<file path="src/rtl/run_detector_moore.sv">
// rtl/run_detector_moore.sv - Moore detector for RUN_LEN consecutive valid samples equal to target.
// Optional macro DETECT_COUNT_EN adds cnt_clr input and a saturating det_count output.
module run_detector_moore #(
  parameter int RUN_LEN = 3,
  parameter int DCNT_W  = 16,
  localparam int CNT_W  = $clog2(RUN_LEN + 1)
) (
  input  logic             clk,
  input  logic             reset,
  input  logic             data_in,
  input  logic             valid_in,
  input  logic             target,
  input  logic             overlap,
  output logic             detect,
  output logic [CNT_W-1:0] run_cnt,
  output logic             in_run
`ifdef DETECT_COUNT_EN
  ,
  input  logic              cnt_clr,
  output logic [DCNT_W-1:0] det_count
`endif
);

  if (RUN_LEN < 2) begin : g_bad_run_len
    $error("run_detector_moore: RUN_LEN must be >= 2");
  end
  if (DCNT_W < 1) begin : g_bad_dcnt_w
    $error("run_detector_moore: DCNT_W must be >= 1");
  end

  typedef enum logic [1:0] {
    IDLE  = 2'b00,
    COUNT = 2'b01,
    MATCH = 2'b10
  } state_t;

  localparam logic [CNT_W-1:0] RUN_MAX = CNT_W'(RUN_LEN);

  state_t           state_q, state_d;
  logic [CNT_W-1:0] cnt_q, cnt_d;
  logic             det_q, det_d;
  logic             in_run_q;
  logic             is_match, is_miss;
  logic [CNT_W-1:0] cnt_inc;

  assign is_match = valid_in && (data_in == target);
  assign is_miss  = valid_in && (data_in != target);
  assign cnt_inc  = cnt_q + CNT_W'(1);

  always_ff @(posedge clk or negedge reset) begin
    if (!reset) begin
      state_q  <= IDLE;
      cnt_q    <= '0;
      det_q    <= 1'b0;
      in_run_q <= 1'b0;
    end else begin
      state_q  <= state_d;
      cnt_q    <= cnt_d;
      det_q    <= det_d;
      in_run_q <= (state_d == MATCH);
    end
  end

  always_comb begin
    state_d = state_q;
    cnt_d   = cnt_q;
    det_d   = 1'b0;
    case (state_q)
      IDLE: begin
        cnt_d = '0;
        if (is_match) begin
          state_d = COUNT;
          cnt_d   = CNT_W'(1);
        end
      end
      COUNT: begin
        if (is_miss) begin
          state_d = IDLE;
          cnt_d   = '0;
        end else if (is_match) begin
          if (cnt_inc == RUN_MAX) begin
            det_d = 1'b1;
            if (overlap) begin
              state_d = MATCH;
              cnt_d   = RUN_MAX;
            end else begin
              state_d = IDLE;
              cnt_d   = '0;
            end
          end else begin
            cnt_d = cnt_inc;
          end
        end
      end
      MATCH: begin
        if (is_miss) begin
          state_d = IDLE;
          cnt_d   = '0;
        end else if (is_match) begin
          det_d = 1'b1;
          // Non-overlap mode restarts after this hit instead of staying saturated
          if (!overlap) begin
            state_d = IDLE;
            cnt_d   = '0;
          end
        end
      end
      default: begin
        state_d = IDLE;
        cnt_d   = '0;
      end
    endcase
  end

  assign detect  = det_q;
  assign run_cnt = cnt_q;
  assign in_run  = in_run_q;

`ifdef DETECT_COUNT_EN
  logic [DCNT_W-1:0] dcnt_q, dcnt_d;

  always_comb begin
    dcnt_d = dcnt_q;
    if (cnt_clr) begin
      dcnt_d = '0;
    end else if (det_d && (dcnt_q != {DCNT_W{1'b1}})) begin
      dcnt_d = dcnt_q + DCNT_W'(1);
    end
  end

  always_ff @(posedge clk or negedge reset) begin
    if (!reset) begin
      dcnt_q <= '0;
    end else begin
      dcnt_q <= dcnt_d;
    end
  end

  assign det_count = dcnt_q;
`endif

endmodule

</file>
<file path="config.mk">
export PLATFORM = sky130hd
export DESIGN_NAME = run_detector_moore
export DESIGN_NICKNAME = d
export VERILOG_FILES = /design/src/rtl/run_detector_moore.sv
export SDC_FILE = /design/constraint.sdc
export NUM_CORES = 1
export LEC_CHECK = 0
export ABC_AREA = 1
export BUFFER_PORTS_ARGS = -buffer_cell sky130_fd_sc_hd__buf_4
export CAP_MARGIN = 20
export CORE_AREA = 2 2 39 41
export DETAILED_ROUTE_END_ITERATION = 7
export DIE_AREA = 0 0 41 43
export PLACE_DENSITY = 0.7
export SKIP_CTS_REPAIR_TIMING = 1
export SYNTH_ARGS = -nofsm -noshare
export SYNTH_HDL_FRONTEND = slang
export SYNTH_SLANG_ARGS = --single-unit
</file>
<file path="constraint.sdc">
create_clock -name clk -period 1.7 [get_ports clk]
set_clock_uncertainty 0.1 [all_clocks]
set_input_delay 0.085 -clock clk [delete_from_list [all_inputs] [get_ports clk]]
set_output_delay 0.085 -clock clk [all_outputs]
set_load 0.02 [all_outputs]
</file>
==> run_results.csv, run 1 <==
group,metric,value,unit
timing,finalCriticalPeriod,1.49,ns
final_layout,final_core_util,0.448,
clock_network,cts_max_level,1,
placed_design,io_buffers,9,
logic_synthesis,synth_area,499,um^2
clock_network,clk_pin_slew,0.04,ns
floorplan,start_util,0.361,
floorplan,die-area,1760,um^2
placed_design,dpl.hpwl,779,um
drt,drtPass1Iterations,4,
critical_path,worstSetupEndpointType,"flop",
floorplan,io_pins,10,
drt,wl,949,um
critical_path,startpoint_type,"flop",
final_layout,areaGrowthSynthToFinish,24.1,%
timing,worst_slew_pin_slew,0.276,ns
grt,use_met3,0.0314,
grt,busiest_layer,"met2",
timing,maxSlewViolCount,0,
grt,grt_usage,0.136,
timing,fin_setup_tns,0,ns
pwr,leakagePower,0.346,nW
pwr,p_per_area,987,nW/um^2
grt,use_met2,0.197,
grt,grt_start_max_net_pins,8,
logic_synthesis,syn_inst,69,
clock_network,cts_buffers,3,
drt,drc,0,
floorplan,core_area,1380,um^2
timing,period_share,0.877,
flow_run,drv_cap,0,
timing,rsz0062_at_grt,"no",
drt,antenna_left,0,
pwr,peakVddDrop,490,uV
final_layout,multi_input_area,300,um^2
timing,setup_viol,0,
grt,grt_pass1_vias,427,
clock_network,clkLatencyLatePin,0.24,ns
logic_synthesis,yosys_warnings,0,
clock_network,cts_sinks,6,
logic_synthesis,yosys.cell_types.count,16,
logic_synthesis,yosysSeqAreaShare,0.301,
timing,fmax,671,MHz
grt,antenna_found_initial,0,
final_layout,antenna_cells,0,
grt,grt_pass1_wl,1610,um
floorplan,die_y,43,um
timing,hold_viol_final,0,
clock_network,cts-root-buf,"clkbuf_4",
placed_design,gp_congestion,0.804,
critical_path,criticalPathCategory,"reg2reg",
placed_design,numPlacedInstances,94,
drt,drtIter0Drc,4,
logic_synthesis,synth_nets,81,
final_layout,layout.cells.non_filler,98,
critical_path,worstPathRequired,1.72,ns
final_layout,seq_area,150,um^2
drt,vias,455,
outcome,status,"complete, no violations",
grt,grt_use_met1,0.175,
final_layout,layout_commonest_cell,"nand2_1",
final_layout,layout_common_cells,"18 x nand2_1, 11 x inv_1, 9 x buf_4, 6 x ha_1, 6 x dfrtp_1",
final_layout,drive_gt1_frac,0.293,
hold_path,hold_class,"in2async",
final_layout,fin_nets,96,
critical_path,worstPathArrival,1.52,ns
logic_synthesis,syn_avg_cell_area,7.24,um^2
floorplan,die_x,41,um
clock_network,clockBufferDepth,2,
drt,vias_per_cell,4.64,
timing,maxSlewHeadroom,0.816,
clock_network,tritoncts,"built",
logic_synthesis,ys_seq_elements,6,
drt,drt-wirelength-per-cell,9.68,um
floorplan,rows,14,
grt,grt_overflow,0,
final_layout,nFillCells,140,
critical_path,crit_fanout,3,
final cells by class:
type / instances / area share
multi-input combinational: 50 / 0.485
sequential: 6 / 0.242
timing repair buffer: 10 / 0.125
inverter: 13 / 0.0788
clock buffer: 3 / 0.0364
tap: 16 / 0.0323
metal layers:
layer,wire [um],vias to the layer above
li1,-,245
met1,437,201
met2,472,7
met3,33,2
met4,5,0
met5,0,-
final timing paths:
kind,startpoint,end,slack (ns),cells past startpoint
min in group clk,valid_in,detect,0.11,3
max in group asynchronous,reset,state_q[0],1.30,2
min,reset,run_cnt[0],0.09,2
min reg2reg,run_cnt[1],run_cnt[1],0.51,2
max reg2reg,run_cnt[0],state_q[1],0.21,11
max,run_cnt[0],state_q[1],0.21,11
Yosys cell counts:
cell      number  area share
nand3_2        2       0.040
nor2_2         3       0.038
o32ai_1        1       0.018
inv_2          2       0.015
nor3b_1        1       0.015
ha_1           6        0.15
nand2_1       18        0.14
dfrtp_1        6        0.30
o21ai_0        3       0.030
a21oi_1        3       0.030
nor2_1         3       0.023
nand2_2        4       0.050
inv_1         11       0.083
o21ai_2        1       0.018
o211ai_1       1       0.015
nand3_1        4       0.040
through the flow:
step	area [um^2]	worst slack [ns]	hold WS, ns	power (W)
2_1_floorplan	499	0.227	-0.311	0.000411
3_3_place_gp	587	0.243	-0.205	0.000484
3_5_place_dp	587	0.221	-0.206	0.000488
4_1_cts	609	0.207	-0.466	0.000618
5_1_grt	619	0.0334	0.0977	0.000665
6_report	619	0.209	0.0859	0.000611
registers in the layout (all words and copies together) (netlist names):
register and count:
run_cnt 2, state_q 2, detect 1, in_run 1
logic make-up (layout without fill, tap and decap cells):
logic type / count (synthesis) / count (layout) / synth area share
fa+ha+maj: 6 / 6 / 0.150
simple gates: 35 / 35 / 0.341
flops: 6 / 6 / 0.301
compound gates: 9 / 9 / 0.110
buf+inv: 13 / 26 / 0.0978
report_power, final:
part           leakage, nW  internal, W  switching, W
Sequential          0.0808     0.000171     0.0000282
Combinational        0.252     0.000119      0.000170
Clock               0.0138    0.0000793     0.0000438
Total                0.346     0.000370      0.000242
critical path, stage by stage (launching register included):
cell and delay, ns:
dfrtp_1 0.39, inv_1 0.10, ha_1 0.22, inv_1 0.09, nand2_1 0.06, nand2_1 0.05
nand3_1 0.07, nand2_1 0.05, nand2_1 0.05, nand3_1 0.06, nand2_1 0.10, inv_1 0.05
(Power assumes the default switching activity.)
==> run 2: changes to the inputs <==
BUFFER_PORTS_ARGS = -buffer_cell sky130_fd_sc_hd__buf_2   (was -buffer_cell sky130_fd_sc_hd__buf_4)
==> run 2 against run 1 <==
  * Total power shrank 2.3%
  * Via count is 0.66% higher
  * Sequential power about the same
  * Core utilization fell by 1.6 points
  * Register-to-register slack better by 0.04 ns
  * Flip-flop and latch count did not move
  * Global-route usage decreased by 1.1 points
  * Cell area down 3.6%
==> run_results.csv, run 2 (synthesis results as in run 1) <==
group,metric,value,unit
critical_path,worstReg2RegEnd,"state_q[1]",
clock_network,clockBufferDepth,2,
final_layout,antenna_cells,0,
drt,drtPass1Iterations,4,
timing,period_share,0.856,
drt,vias_per_cell,4.67,
floorplan,die_x,41,um
pwr,power,0.000597,W
critical_path,r2r-start,"run_cnt[0]",
drt,drc,0,
clock_network,cts_sinks,6,
placed_design,numPlacedInstances,94,
drt,drtIter0Drc,3,
clock_network,clk_pin_slew,0.04,ns
clock_network,tritoncts,"built",
clock_network,clkLatencyLatePin,0.23,ns
placed_design,io_buffers,9,
flow_run,drv_cap,0,
critical_path,criticalPathCategory,"reg2reg",
timing,setup_viol,0,
final_layout,final_cell_area,597,um^2
timing,fin_setup_tns,0,ns
final_layout,seq_area,150,um^2
drt,antenna_left,0,
placed_design,dpl.hpwl,743,um
placed_design,gp_congestion,0.771,
critical_path,reg2reg_depth,11,
timing,worst_slew_pin_slew,0.247,ns
pwr,leakagePower,0.342,nW
critical_path,worstPathArrival,1.48,ns
critical_path,worstSetupEndpointType,"flop",
pwr,peakVddDrop,505,uV
final_layout,drive_gt1_frac,0.293,
final_layout,areaGrowthSynthToFinish,19.5,%
grt,grt_pass1_vias,408,
clock_network,cts-root-buf,"clkbuf_4",
timing,hold_viol_final,0,
timing,maxSlewViolCount,0,
drt,vias,458,
timing,finalCriticalPeriod,1.46,ns
timing,fmax,687,MHz
timing,rsz0062_at_grt,"no",
final_layout,multi_input_area,300,um^2
clock_network,cts_max_level,1,
drt,wl,875,um
grt,antenna_found_initial,0,
final_layout,nFillCells,143,
final_layout,final_core_util,0.431,
pwr,p_per_area,1000,nW/um^2
floorplan,start_util,0.361,
outcome,status,"complete, no violations",
placed_design,dpl_cell_area,564,um^2
grt,grt_pass1_wl,1480,um
floorplan,core_area,1380,um^2
final_layout,layout_common_cells,"18 x nand2_1, 11 x inv_1, 9 x buf_2, 6 x ha_1, 6 x dfrtp_1",
hold_path,hold_class,"in2async",
grt,grt_overflow,0,
floorplan,io_pins,10,
critical_path,regToRegSetupSlack,0.24,ns
critical_path,worstPathRequired,1.72,ns
drt,drt-wirelength-per-cell,8.93,um
timing,maxSlewHeadroom,0.835,
final_layout,layout_commonest_cell,"nand2_1",
floorplan,die_y,43,um
critical_path,crit_fanout,3,
final_layout,layout.cells.non_filler,98,
floorplan,die-area,1760,um^2
final_layout,fin_nets,96,
grt,grt_start_max_net_pins,8,
critical_path,startpoint_type,"flop",
floorplan,rows,14,
clock_network,cts_buffers,3,
grt,grt_usage,0.125,
==> run 2: cell count changes in the layout (fill, tap and decap cells not counted) <==
cell	before	now
buf_2	0	9
buf_4	9	0
==> run 2: final cells by class <==
| class | count | share of cell area |
|---|---|---|
| multi-input combinational | 50 | 0.503 |
| tap | 16 | 0.0335 |
| inverter | 13 | 0.0818 |
| clock buffer | 3 | 0.0377 |
| sequential | 6 | 0.252 |
| timing repair buffer | 10 | 0.0922 |
==> run 2: how the worst max path moves through the flow <==
stage,to,slack [ns],start,cells past startpoint
floorplan,in_run,0.23,run_cnt[0],11
global placement,in_run,0.24,run_cnt[0],11
detailed placement,in_run,0.25,run_cnt[0],11
CTS,state_q[1],0.23,run_cnt[0],11
global route,run_cnt[0],0.08,run_cnt[0],7
finish,state_q[1],0.24,run_cnt[0],11
==> run 2: where the power goes <==
group | total [W] | leakage, nW | internal (W) | switching (W)
Clock | 0.000122 | 0.0138 | 0.0000792 | 0.0000423
Combinational | 0.000278 | 0.247 | 0.000108 | 0.000170
Sequential | 0.000198 | 0.0808 | 0.000171 | 0.0000269
Total | 0.000597 | 0.342 | 0.000358 | 0.000239
==> run 2: per-stage QoR <==
step                      hold WS (ns)  setup slack [ns]
after floorplan                 -0.311             0.227
after CTS                       -0.449             0.227
after global placement          -0.186             0.242
after global routing             0.107            0.0848
final                           0.0905             0.245
after detailed placement        -0.191             0.245
==> run 2: layer usage <==
metal | vias up | GRT usage | part of all wire
li1 | 243 | - | -
met1 | 208 | 0.163 | 0.49
met2 | 7 | 0.175 | 0.48
met3 | 0 | 0.0314 | 0.029
met4 | 0 | 0.0800 | 0
met5 | - | 0 | 0
==> run 2: worst max-delay path: stages, from the launching register on <==
cell     delay, ns
dfrtp_1       0.38
inv_1         0.10
ha_1          0.20
inv_1         0.07
nand2_1       0.06
nand2_1       0.05
nand3_1       0.07
nand2_1       0.05
nand2_1       0.05
nand3_1       0.06
nand2_1       0.10
inv_1         0.05
==> run 3: changes to the inputs <==
==> constraint.sdc (replaced) <==
create_clock -name clk -period 1.5 [get_ports clk]
set_clock_uncertainty 0.1 [all_clocks]
set_input_delay 0 -clock clk [delete_from_list [all_inputs] [get_ports clk]]
set_output_delay 0 -clock clk [all_outputs]
set_load 0.02 [all_outputs]
==> run 3 against run 2 <==
  * Critical path depth shrank 4
  * Largest power group unchanged
  * Combinational power grew 47%
  * First-iteration DRC count shrank 67%
==> run_results.csv, run 3 (synthesis results as in run 1) <==
group,metric,value,unit
drt,drtIter0Drc,1,
grt,grt_pass1_vias,433,
drt,wl,1040,um
placed_design,place_ws,0.0307,ns
timing,worst_slew_pin_slew,0.282,ns
floorplan,die_y,43,um
clock_network,clkLatencyLatePin,0.23,ns
clock_network,cts_sinks,6,
final_layout,nFillCells,142,
drt,drtPass1Iterations,2,
pwr,netSwitchingFraction,0.398,
pwr,pwr-share-seq,0.287,
timing,maxSlewViolCount,0,
flow_run,drv_cap,0,
final_layout,layout_commonest_cell,"nand2_1",
final_layout,final_cell_area,657,um^2
final_layout,areaGrowthSynthToFinish,31.6,%
drt,vias_per_cell,4.74,
clock_network,cts-root-buf,"clkbuf_4",
critical_path,critPathSlowestCell,"dfrtp_1",
grt,antenna_found_initial,0,
floorplan,rows,14,
critical_path,criticalPathCategory,"reg2reg",
pwr,power,0.000769,W
placed_design,io_buffers,9,
clock_network,clockBufferDepth,2,
floorplan,die_x,41,um
critical_path,startpoint_type,"flop",
timing,fin_ws,0.0689,ns
grt,grt_overflow,0,
timing,period_share,0.954,
grt,grt_start_max_net_pins,7,
final_layout,fin_nets,101,
timing,setup_viol,0,
placed_design,dpl_cell_area,579,um^2
critical_path,slowest_delay,0.39,ns
clock_network,tritoncts,"built",
final_layout,antenna_cells,0,
critical_path,path_cells,"inv_2 -> ha_2 -> nand2_1 -> nand2_1 -> o211ai_1 -> o21ai_0 -> o21ai_1",
timing,hold_viol_final,0,
clock_network,clk_pin_slew,0.04,ns
critical_path,worstPathRequired,1.51,ns
critical_path,crit_fanout,4,
clock_network,cts_max_level,1,
critical_path,worstSetupEndpointType,"flop",
final_layout,drive_gt1_frac,0.414,
hold_path,hold_class,"in2async",
critical_path,worstPathArrival,1.44,ns
pwr,peakVddDrop,679,uV
timing,fin_worst_hold_slack,0.00128,ns
placed_design,gp_congestion,0.731,
pwr,power_report.internal_total,0.000463,W
pwr,comb_power_share,0.533,
drt,antenna_left,0,
grt,grt_usage,0.135,
grt,grt_pass1_wl,1570,um
pwr,power_frac_clock,0.180,
drt,vias,488,
clock_network,cts_buffers,3,
floorplan,core_area,1380,um^2
floorplan,io_pins,10,
final_layout,layout_common_cells,"17 x nand2_1, 9 x buf_2, 8 x inv_1, 6 x dfrtp_1",
timing,fin_setup_tns,0,ns
pwr,p_per_area,1170,nW/um^2
timing,fmax,699,MHz
timing,finalCriticalPeriod,1.43,ns
pwr,leakagePower,0.372,nW
critical_path,critPathMostFrequentCell,"nand2_1",
floorplan,die-area,1760,um^2
outcome,status,"complete, no violations",
placed_design,dpl.hpwl,801,um
drt,drt-wirelength-per-cell,10.1,um
drt,drc,0,
floorplan,start_util,0.361,
timing,maxSlewHeadroom,0.811,
pwr,power.switching,0.000306,W
-- run 3: final timing paths --
| check | startpoint | end | slack, ns | depth (start not counted) |
|---|---|---|---|---|
| hold / removal | reset | detect | 0.001 | 2 |
| setup reg to reg | state_q[0] | run_cnt[0] | 0.07 | 7 |
| min in group clk | valid_in | detect | 0.03 | 3 |
| hold reg to reg | run_cnt[0] | run_cnt[0] | 0.50 | 2 |
| setup / recovery | state_q[0] | run_cnt[0] | 0.07 | 7 |
| max in group asynchronous | reset | state_q[0] | 1.17 | 2 |
-- run 3: routing by layer --
| metal | GRT usage | routed length, um | share of wire | vias up |
|---|---|---|---|---|
| met5 | 0 | 0 | 0 | - |
| met3 | 0.0314 | 31 | 0.030 | 0 |
| met4 | 0.100 | 0 | 0 | 0 |
| met1 | 0.171 | 446 | 0.43 | 224 |
| met2 | 0.191 | 559 | 0.54 | 7 |
| li1 | - | - | - | 257 |
-- run 3: through the flow --
stage | cells | utilization
floorplan | 69 | -
global placement | 96 | 0.419
detailed placement | 96 | 0.419
CTS | 99 | 0.435
global route | 103 | 0.475
finish | 103 | 0.475
-- run 3: area by class of cell --
cell class / instances / area (um^2) / area share
timing repair buffer: 15 / 92.6 / 0.141
sequential: 6 / 150 / 0.229
tap: 16 / 20.0 / 0.0305
multi-input combinational: 50 / 323 / 0.491
inverter: 13 / 48.8 / 0.0743
clock buffer: 3 / 22.5 / 0.0343
-- run 3: power groups by stage --
| stage | clock network, W | registers, W | logic, W |
|---|---|---|---|
| 6_report | 0.000138 | 0.000220 | 0.000410 |
| 5_1_grt | 0.000153 | 0.000224 | 0.000467 |
| 4_1_cts | 0.000148 | 0.000216 | 0.000346 |
| 3_5_place_dp | 0 | 0.000218 | 0.000345 |
| 3_3_place_gp | 0 | 0.000219 | 0.000331 |
| 2_1_floorplan | 0 | 0.000244 | 0.000222 |
-- run 3: critical path, delay by kind of cell, from the launching register on --
kind	cells	cell delay, ns
adders and majority gates	1	0.20
and+or+nand+nor	2	0.20
AOI/OAI and AO/OA	3	0.34
buffers and inverters	1	0.07
DFF	1	0.39
